File: src/rtl/immgen_pkg.sv
// Shared types, opcode constants and the combinational immediate decoder
// used by the immgen_pipe decode-stage block.
package immgen_pkg;

  typedef enum logic [2:0] {
    FmtR   = 3'd0,
    FmtI   = 3'd1,
    FmtS   = 3'd2,
    FmtB   = 3'd3,
    FmtU   = 3'd4,
    FmtJ   = 3'd5,
    FmtZ   = 3'd6,
    FmtIll = 3'd7
  } imm_fmt_e;

  localparam logic [4:0] OPC_LOAD     = 5'b00000;
  localparam logic [4:0] OPC_MISC_MEM = 5'b00011;
  localparam logic [4:0] OPC_OPIMM    = 5'b00100;
  localparam logic [4:0] OPC_AUIPC    = 5'b00101;
  localparam logic [4:0] OPC_OPIMM32  = 5'b00110;
  localparam logic [4:0] OPC_STORE    = 5'b01000;
  localparam logic [4:0] OPC_OP       = 5'b01100;
  localparam logic [4:0] OPC_LUI      = 5'b01101;
  localparam logic [4:0] OPC_OP32     = 5'b01110;
  localparam logic [4:0] OPC_BRANCH   = 5'b11000;
  localparam logic [4:0] OPC_JALR     = 5'b11001;
  localparam logic [4:0] OPC_JAL      = 5'b11011;
  localparam logic [4:0] OPC_SYSTEM   = 5'b11100;

  localparam int unsigned MaxXlen = 64;

  // Immediate is always built at 64 bits; callers truncate to their XLEN.
  typedef struct packed {
    logic [MaxXlen-1:0] imm;
    imm_fmt_e           fmt;
  } imm_res_t;

  function automatic imm_res_t decode_imm(input logic [31:0] ins, input int unsigned xlen);
    imm_res_t           res;
    logic               is64;
    logic               is_shift;
    logic [MaxXlen-1:0] i_imm;
    is64     = (xlen == 64);
    // funct3 001 (SLLI) or 101 (SRLI/SRAI)
    is_shift = (ins[13:12] == 2'b01);
    i_imm    = {{52{ins[31]}}, ins[31:20]};
    res.imm  = '0;
    res.fmt  = FmtIll;
    if (ins[1:0] == 2'b11) begin
      case (ins[6:2])
        OPC_LOAD, OPC_JALR, OPC_MISC_MEM: begin
          res.fmt = FmtI;
          res.imm = i_imm;
        end
        OPC_OPIMM: begin
          if (!is_shift) begin
            res.fmt = FmtI;
            res.imm = i_imm;
          end else if (is64) begin
            res.fmt = FmtI;
            res.imm = {58'b0, ins[25:20]};
          end else if (!ins[25]) begin
            res.fmt = FmtI;
            res.imm = {59'b0, ins[24:20]};
          end
        end
        OPC_OPIMM32: begin
          if (is64) begin
            res.fmt = FmtI;
            res.imm = is_shift ? {59'b0, ins[24:20]} : i_imm;
          end
        end
        OPC_STORE: begin
          res.fmt = FmtS;
          res.imm = {{52{ins[31]}}, ins[31:25], ins[11:7]};
        end
        OPC_BRANCH: begin
          res.fmt = FmtB;
          res.imm = {{51{ins[31]}}, ins[31], ins[7], ins[30:25], ins[11:8], 1'b0};
        end
        OPC_LUI, OPC_AUIPC: begin
          res.fmt = FmtU;
          res.imm = {{32{ins[31]}}, ins[31:12], 12'b0};
        end
        OPC_JAL: begin
          res.fmt = FmtJ;
          res.imm = {{43{ins[31]}}, ins[31], ins[19:12], ins[20], ins[30:21], 1'b0};
        end
        OPC_SYSTEM: begin
          res.fmt = FmtZ;
          res.imm = {59'b0, ins[19:15]};
        end
        OPC_OP: begin
          res.fmt = FmtR;
        end
        OPC_OP32: begin
          if (is64) begin
            res.fmt = FmtR;
          end
        end
        default: ;
      endcase
    end
    return res;
  endfunction

endpackage

File: src/rtl/immgen_skid.sv
// Generic two-entry valid/ready skid buffer. The upstream ready is a pure
// register output so there is no combinational path from i_ready to o_ready.
module immgen_skid
  import immgen_pkg::*;
#(
  parameter int unsigned Width = 8
) (
  input  logic             i_clk,
  input  logic             i_rst_n,
  input  logic             i_flush,
  input  logic             i_valid,
  output logic             o_ready,
  input  logic [Width-1:0] i_data,
  output logic             o_valid,
  input  logic             i_ready,
  output logic [Width-1:0] o_data
);

  logic             r_main_valid;
  logic [Width-1:0] r_main_data;
  logic             r_skid_valid;
  logic [Width-1:0] r_skid_data;

  logic             w_main_valid_nxt;
  logic [Width-1:0] w_main_data_nxt;
  logic             w_skid_valid_nxt;
  logic [Width-1:0] w_skid_data_nxt;
  logic             w_accept;
  logic             w_drain;

  assign w_accept = i_valid && !r_skid_valid;
  assign w_drain  = r_main_valid && i_ready;

  always_comb begin
    w_main_valid_nxt = r_main_valid;
    w_main_data_nxt  = r_main_data;
    w_skid_valid_nxt = r_skid_valid;
    w_skid_data_nxt  = r_skid_data;
    if (i_flush) begin
      w_main_valid_nxt = 1'b0;
      w_skid_valid_nxt = 1'b0;
    end else if (!r_main_valid || w_drain) begin
      // Skid full implies no accept this cycle, so the two branches are exclusive.
      if (r_skid_valid) begin
        w_main_valid_nxt = 1'b1;
        w_main_data_nxt  = r_skid_data;
        w_skid_valid_nxt = 1'b0;
      end else begin
        w_main_valid_nxt = w_accept;
        if (w_accept) begin
          w_main_data_nxt = i_data;
        end
      end
    end else if (w_accept) begin
      w_skid_valid_nxt = 1'b1;
      w_skid_data_nxt  = i_data;
    end
  end

  always_ff @(posedge i_clk or negedge i_rst_n) begin
    if (!i_rst_n) begin
      r_main_valid <= 1'b0;
      r_main_data  <= '0;
      r_skid_valid <= 1'b0;
      r_skid_data  <= '0;
    end else begin
      r_main_valid <= w_main_valid_nxt;
      r_main_data  <= w_main_data_nxt;
      r_skid_valid <= w_skid_valid_nxt;
      r_skid_data  <= w_skid_data_nxt;
    end
  end

  assign o_ready = !r_skid_valid;
  assign o_valid = r_main_valid;
  assign o_data  = r_main_data;

endmodule

File: src/rtl/immgen_pipe.sv
// Pipelined immediate generator: combinational decode and PC-relative adder
// feeding a two-entry skid buffer with one cycle of latency.
module immgen_pipe
  import immgen_pkg::*;
#(
  parameter int unsigned XLEN = 32,
  parameter int unsigned PCW  = XLEN
) (
  input  logic            clk,
  input  logic            rst_n,
  input  logic            flush,
  input  logic            in_valid,
  output logic            in_ready,
  input  logic [31:0]     in_ins,
  input  logic [PCW-1:0]  in_pc,
  output logic            out_valid,
  input  logic            out_ready,
  output logic [XLEN-1:0] out_imm,
  output logic [2:0]      out_fmt,
  output logic            out_illegal,
  output logic [PCW-1:0]  out_pc,
  output logic [PCW-1:0]  out_target
);

  localparam int unsigned PayloadW = XLEN + 3 + 1 + 2 * PCW;

  imm_res_t            w_dec;
  logic [PCW-1:0]      w_target;
  logic                w_illegal;
  logic [PayloadW-1:0] w_in_payload;
  logic [PayloadW-1:0] w_out_payload;
  logic                w_unused_imm;

  always_comb begin
    w_dec     = decode_imm(in_ins, XLEN);
    w_illegal = (w_dec.fmt == FmtIll);
    // The 64-bit immediate is already sign-extended, so slicing is a modular add.
    w_target  = in_pc + w_dec.imm[PCW-1:0];
  end

  // Upper immediate bits are only meaningful for the widest configuration.
  assign w_unused_imm = ^w_dec.imm;

  assign w_in_payload = {w_dec.imm[XLEN-1:0], w_dec.fmt, w_illegal, in_pc, w_target};

  immgen_skid #(
    .Width(PayloadW)
  ) u_skid (
    .i_clk  (clk),
    .i_rst_n(rst_n),
    .i_flush(flush),
    .i_valid(in_valid),
    .o_ready(in_ready),
    .i_data (w_in_payload),
    .o_valid(out_valid),
    .i_ready(out_ready),
    .o_data (w_out_payload)
  );

  assign {out_imm, out_fmt, out_illegal, out_pc, out_target} = w_out_payload;

endmodule

File: config.mk
export PLATFORM = sky130hd
export DESIGN_NAME = immgen_pipe
export DESIGN_NICKNAME = d
export VERILOG_FILES = /design/src/rtl/immgen_pkg.sv /design/src/rtl/immgen_skid.sv /design/src/rtl/immgen_pipe.sv
export SDC_FILE = /design/constraint.sdc
export NUM_CORES = 1
export LEC_CHECK = 0
export CORE_UTILIZATION = 54
export CTS_BUF_LIST = sky130_fd_sc_hd__clkbuf_16
export CTS_CLUSTER_SIZE = 28
export DETAILED_ROUTE_END_ITERATION = 8
export GPL_ROUTABILITY_DRIVEN = 0
export HOLD_SLACK_MARGIN = 0.03
export MAX_ROUTING_LAYER = met4
export PLACE_DENSITY = 0.77
export SETUP_SLACK_MARGIN = 0.2
export SLEW_MARGIN = 20
export SYNTH_ARGS = -nofsm -noshare
export SYNTH_HDL_FRONTEND = slang
export SYNTH_SLANG_ARGS = --single-unit
export TNS_END_PERCENT = 100
File: constraint.sdc
create_clock -name clk -period 2.3 [get_ports clk]
set_input_delay 0.345 -clock clk [delete_from_list [all_inputs] [get_ports clk]]
set_output_delay 0.345 -clock clk [all_outputs]
set_load 0.01 [all_outputs]
== Word level (Yosys, flattened, before mapping) ==
Cells that the tools add are included.
Storage, ports and cells
  logic and storage cells: 46
  register bits: 202
  input port bits: 69
  output and inout port bits: 102
Cells by class
  add/sub/neg operators: 1
  bitwise gates (word level): 2
  mux-type cells: 13
  reduce and logical (&&, ||, !) cells: 13
  eq/ne operators: 13
Operator list (count)
  32-bit case mux with 7 select lines: 1
  100-bit two-way mux: 2
  35-bit two-way mux: 2
  32-bit adder: 1
  3-bit case mux with 8 select lines: 1
  5-bit == test (second input constant): 4
  5-bit by 4-bit == test with 1-bit output (second input constant): 3
  5-bit by 3-bit == test with 1-bit output (second input constant): 2
  8-bit two-way mux: 1
  1-bit two-way mux: 6
  3-bit AND reduction: 2
  5-bit by 2-bit == test with 1-bit output (second input constant): 1
  5-bit logical NOT: 1
  2-bit nonzero test: 2
  3-bit == test (second input constant): 1
  3-bit nonzero test: 1
  3-bit OR reduction: 1
  2-bit by 1-bit == test with 1-bit output (second input constant): 1
  2-bit == test (second input constant): 1
  1-bit logical AND: 2
  1-bit logical NOT: 2
  1-bit inverter: 2
  2-bit OR reduction: 1
  1-bit logical OR: 1

== Depth between registers and ports, before layout ==
  depth after elaboration: 7
  gate-level depth with buffers: 20
  depth with buffers taken out: 18

== Modules after synthesis ==
Synthesis repeated with hierarchy kept, for this count alone.
Unflattened totals
  cells, all modules: 924
  area total of the unflattened synthesis: 11817.6 sq um
By module, submodules not included
  immgen_skid: area each 9354.0 sq um, cells an instance 544, instances 1, sequential area each 5054.8 sq um
  immgen_pipe: area each 2463.6 sq um, cells an instance 380, instances 1, sequential area each 0.0 sq um

== Worst setup path before layout ==
OpenSTA, ideal clock, no wires.
  path type: input-to-reg
  start point: input in_ins[2]
  end point: register u_skid.r_main_data[20], in the netlist u_skid.o_data[20]
  data required time: 2.173 ns
  data arrival time: 3.738 ns
  library setup time: 0.127 ns
  slack: -1.565 ns
  path buffers: 2
  stages: 17
  cells stage by stage: buf_2 > clkbuf_1 > nor4_1 > a32oi_1 > a21oi_1 > ha_1 > inv_1 > fa_1 > nor2b_4 > o31ai_4 > a31oi_2 > a2111oi_4 > o21ai_2 > a31oi_2 > o31ai_2 > mux2i_1 > nand3_1
On the way
  word-level cells in the longest chain between the ends: 7
  elaborated cells on any way between the ends: 17
  those cells by class: add/sub (1); eq/ne (9); mux (4); reduce/logical (3)
RTL lines
  start: declaration: line immgen_pipe.sv:14  | input logic [31:0] in_ins,
  5-bit == test, or another cell as far along: line immgen_pkg.sv:50  | case (ins[6:2])
  3-bit OR reduction or 2-bit OR reduction (tied branches): line immgen_pkg.sv:50
  32-bit case mux with 7 select lines (*): line immgen_pkg.sv:50
  35-bit two-way mux (*): line immgen_pkg.sv:49  | if (ins[1:0] == 2'b11) begin
  named net u_skid.i_data[68]: line immgen_skid.sv:13  | input logic [Width-1:0] i_data,
  32-bit adder (*): line immgen_pipe.sv:38  | w_target = in_pc + w_dec.imm[PCW-1:0];
  100-bit two-way mux (*): line immgen_skid.sv:50  | if (w_accept) begin
  100-bit two-way mux (*): line immgen_skid.sv:44  | if (r_skid_valid) begin
  end signal: assignment: line immgen_skid.sv:68  | r_main_data <= w_main_data_nxt;
  end: declaration: line immgen_skid.sv:20  | logic [Width-1:0] r_main_data;
The timed path passes the listed nets; every way through them passes the cells marked *. The select of a mux whose other input is x is not followed.
A chain may end at the register's enable or synchronous reset.

== Worst setup path in the final report ==
  start point: input in_ins[3]
  end point: register u_skid.r_skid_data[21]
On the way
  word-level cells in the longest chain between the ends: 5
  elaborated cells on any way between the ends: 15
  those cells by class: add/sub (1); eq/ne (9); mux (2); reduce/logical (3)
RTL lines
  5-bit == test, or another cell as far along: line immgen_pkg.sv:50
  3-bit OR reduction or 2-bit OR reduction (tied branches): line immgen_pkg.sv:50
  32-bit case mux with 7 select lines (*): line immgen_pkg.sv:50
  35-bit two-way mux (*): line immgen_pkg.sv:49
  named net u_skid.i_data[69]: line immgen_skid.sv:13
  32-bit adder (*): line immgen_pipe.sv:38
  end signal: assignment: line immgen_skid.sv:70  | r_skid_data <= w_skid_data_nxt;
  end: declaration: line immgen_skid.sv:22  | logic [Width-1:0] r_skid_data;
The timed path passes the listed nets; every way through them passes the cells marked *.

==> results_dict.tcl <==
set metrics [dict create \
    hpwlAfterDp_um 21900 \
    hold_viol 0 \
    crit_path_end_kind "register" \
    power.ir.vdd_worst_v 0.000543 \
    static-leakage-power_nw 7.39 \
    postSynthNetCount 1212 \
    cts.sinks 202 \
    synthesis_warning_total 0 \
    sw_frac_of_total 0.301 \
    route.final.wire_length_um 43300 \
    via_count 11498 \
    ys_dominant_reg_cell "dfrtp_1" \
    yosys.cell_types.count 65 \
    routed_via_density 6.51 \
    clk_transition_reported_paths_ns 0.06 \
    setup_viol 61 \
    fin_nets 1590 \
    slew-limit-headroom 0.601 \
    synthArstFlopShare 1.00 \
    drt_first_iter_violations 1443 \
    total_power_w 0.0100 \
    cts.root.buffer_cell "clkbuf_16" \
    tritoncts.num_buffers 22 \
    layout-drive-gt1-share 0.349 \
    cts-htree-levels 1 \
    worst-path-max-fanout 5 \
    grt_overflow 0 \
    arrival_ns 4.08 \
    net-switching-power_w 0.00302 \
    cts_tree "yes" \
    detail_route.wl_per_cell_um 24.5 \
    die_x_um 142 \
    run_status "complete, but fails checks" \
    netlist.area_leader.share 0.475 \
    synth.ff_latch_count 202 \
    grt_util_all_layers 0.357 \
    io_buffers 170 \
    placed_cell_area_um2 14200 \
    maxCapViolCount 0 \
    remaining_drc_errors 0 \
    pin_count 171 \
    report.final.slew_viol_count 0 \
    crit_required_ns 2.68 \
    design_area_um2 16500 \
    clk-insertion-delay-late_ns 0.52 \
    powerDensity_nw_per_um2 608 \
    dpl.cell_count 1670 \
    internal_power_w 0.00703 \
    combinationalPowerShare 0.228 \
    synth.most_common_cell "dfrtp_1" \
    edff_count_synth 0 \
    grt_max_degree 107 \
    grt_pass1_wl_um 54500 \
    setup_repair_after_global_routing_missed_its_margin "yes" \
    area.growth.synth_to_final_pct 55.2 \
    violated_checks "negative setup slack" \
    cts_buffer_depth 3 \
    layoutNonFillerInstCount 1766 \
    chipHeight_um 142 \
    netlist_top_cells_area "dfrtp_1 47%, o21ai_0 6.7%, nand2_1 6.5%, mux2_2 6.5%, mux2i_1 6.0%" \
    post_synthesis_cell_area_um2 10600 \
    die_area_um2 20300 \
    coreArea_um2 19000 \
    initial_utilization 0.560 \
    detail_route.first_pass.iterations 6 \
    drt.antenna.violating_nets 0 \
    timing.fmax_ghz 0.271 \
    worst_setup_path_class "input port to register" \
    worst-slew-pin-transition_ns 0.599 \
    synth_top_area_cell "dfrtp_1" \
    worst_hold_path_type "input port to async pin" \
    std_cell_rows 50 \
    antenna_violations_before_repair 1 \
    postSynthAreaPerCell_um2 9.59 \
    postSynthCellCount 1111 \
    post_synth_most_frequent_cells "202 x dfrtp_1, 183 x nand2_1, 142 x o21ai_0" \
    period_share 1.61 \
    grt_pass1_vias 10374 \
    crit_path_start_kind "input port" \
    seq_area_frac_synth 0.475 \
    layout_min_cycle_time_ns 3.69 \
    skew_ns 0.0121 \
    share_clk_of_total_power 0.335 \
    pnr_worst_setup_slack_ns -1.39 \
    sequential_cell_fraction_of_total_power 0.437 \
]
-- state kept, by name, summed over array words and instances, names as in the netlist --
name                 flops
u_skid.r_skid_valid      1
u_skid.o_valid           1
u_skid.r_skid_data     100
u_skid.o_data          100
-- layout make-up --
class | count | area [um^2]
antenna | 1 | 2.50
fill | 857 | 2490
inverter | 18 | 77.6
timing repair buffer | 424 | 3910
clock inverter | 17 | 85.1
multi-input combinational | 821 | 6490
tap | 260 | 325
sequential | 202 | 5060
clock buffer | 23 | 576
-- per-stage QoR --
step	hold slack [ns]	setup TNS, ns	utilization	worst slack [ns]
6_report	0.372	-58.53	0.869	-1.39
5_1_grt	0.424	-62.59	0.869	-1.50
4_1_cts	0.392	-41.74	0.826	-1.04
3_5_place_dp	0.350	-117.62	0.748	-2.01
3_3_place_gp	0.353	-107.66	0.748	-1.87
2_1_floorplan	0.0494	-42.62	-	-1.20
-- power by group through the flow --
stage	clock, W	combinational [W]	sequential [W]
4_1_cts	0.00330	0.00202	0.00434
6_report	0.00336	0.00229	0.00440
2_1_floorplan	0	0.000773	0.00443
3_3_place_gp	0	0.00183	0.00436
3_5_place_dp	0	0.00189	0.00440
5_1_grt	0.00348	0.00243	0.00443
-- worst max-delay path, cell delays in order --
cell and delay [ns]:
buf_6 0.11, buf_6 0.12, buf_4 0.14, a21oi_4 0.17, o22ai_4 0.11, a222oi_1 0.46, nand2b_4 0.27, inv_1 0.08
ha_1 0.28, a21oi_1 0.34, nor2_4 0.07, o21a_1 0.25, buf_4 0.15, o2111ai_2 0.19, nand2_2 0.22, a21oi_2 0.27
xor2_1 0.26, buf_4 0.18, o21ai_0 0.07
-- cell usage in the layout (no fill, tap or decap), types with 5 or more instances in the layout --
cell type and count:
clkbuf_16 23, nand2_2 5, inv_1 22, mux2i_1 64, nor2_1 43, and3_1 5, xnor2_1 6, buf_4 208
ha_4 15, o21ai_0 89, nand2_1 174, nor2b_1 7, a21oi_1 54, nand3_1 10, dfrtp_1 201, buf_12 14
o211ai_1 5, nor3_1 11, nand4_1 6, ha_1 15, nor2_4 8, a21o_1 7, nand2b_1 5, o21ai_2 18
clkdlybuf4s50_1 161, buf_6 34, mux2_2 61, o21a_1 15, o21ai_1 39, and3_4 5, o31ai_1 5, a21oi_4 19
a21oi_2 19, xnor2_2 10
-- per-layer routing --
metal  up-vias  part of all wire  global-route usage
met5         -                 0                   -
met4         0             0.077               0.144
met1      5491              0.36               0.465
met2      1002              0.46               0.564
met3       327              0.11              0.0508
li1       4678                 -                   -
-- repair_timing --
action                                  in CTS  in global routing
hold buffers                                 1                  0
endpoints found under the setup margin      83                 62
resized for setup                          175                119
buffers inserted                            29                 25
pin swaps                                   70                 65
endpoints found under the hold margin       49                  0
-- worst paths after layout --
path / start / end / slack, ns / cells past startpoint
min reg2reg: u_skid.o_data[32] / u_skid.o_data[32] / 0.48 / 2
max reg2reg: u_skid.r_skid_valid / u_skid.o_data[42] / 0.36 / 6
min in group clk: u_skid.o_data[32] / u_skid.o_data[32] / 0.48 / 2
max in group asynchronous: rst_n / u_skid.o_data[78] / 1.16 / 3
min: rst_n / u_skid.o_data[19] / 0.37 / 2
max: in_ins[3] / u_skid.r_skid_data[21] / -1.39 / 19
-- cells by family (layout without fill, tap and decap cells) --
kind of cell	count (synthesis)	in the layout	share of synthesized area
flops	202	202	0.475
xor+xnor	29	29	0.0239
buf+inv	88	482	0.0320
other cells	0	1	0
simple gates	317	317	0.130
mux	125	125	0.125
fa+ha+maj	32	32	0.0383
compound gates	318	318	0.177
Power figures use the tool's default switching activity.
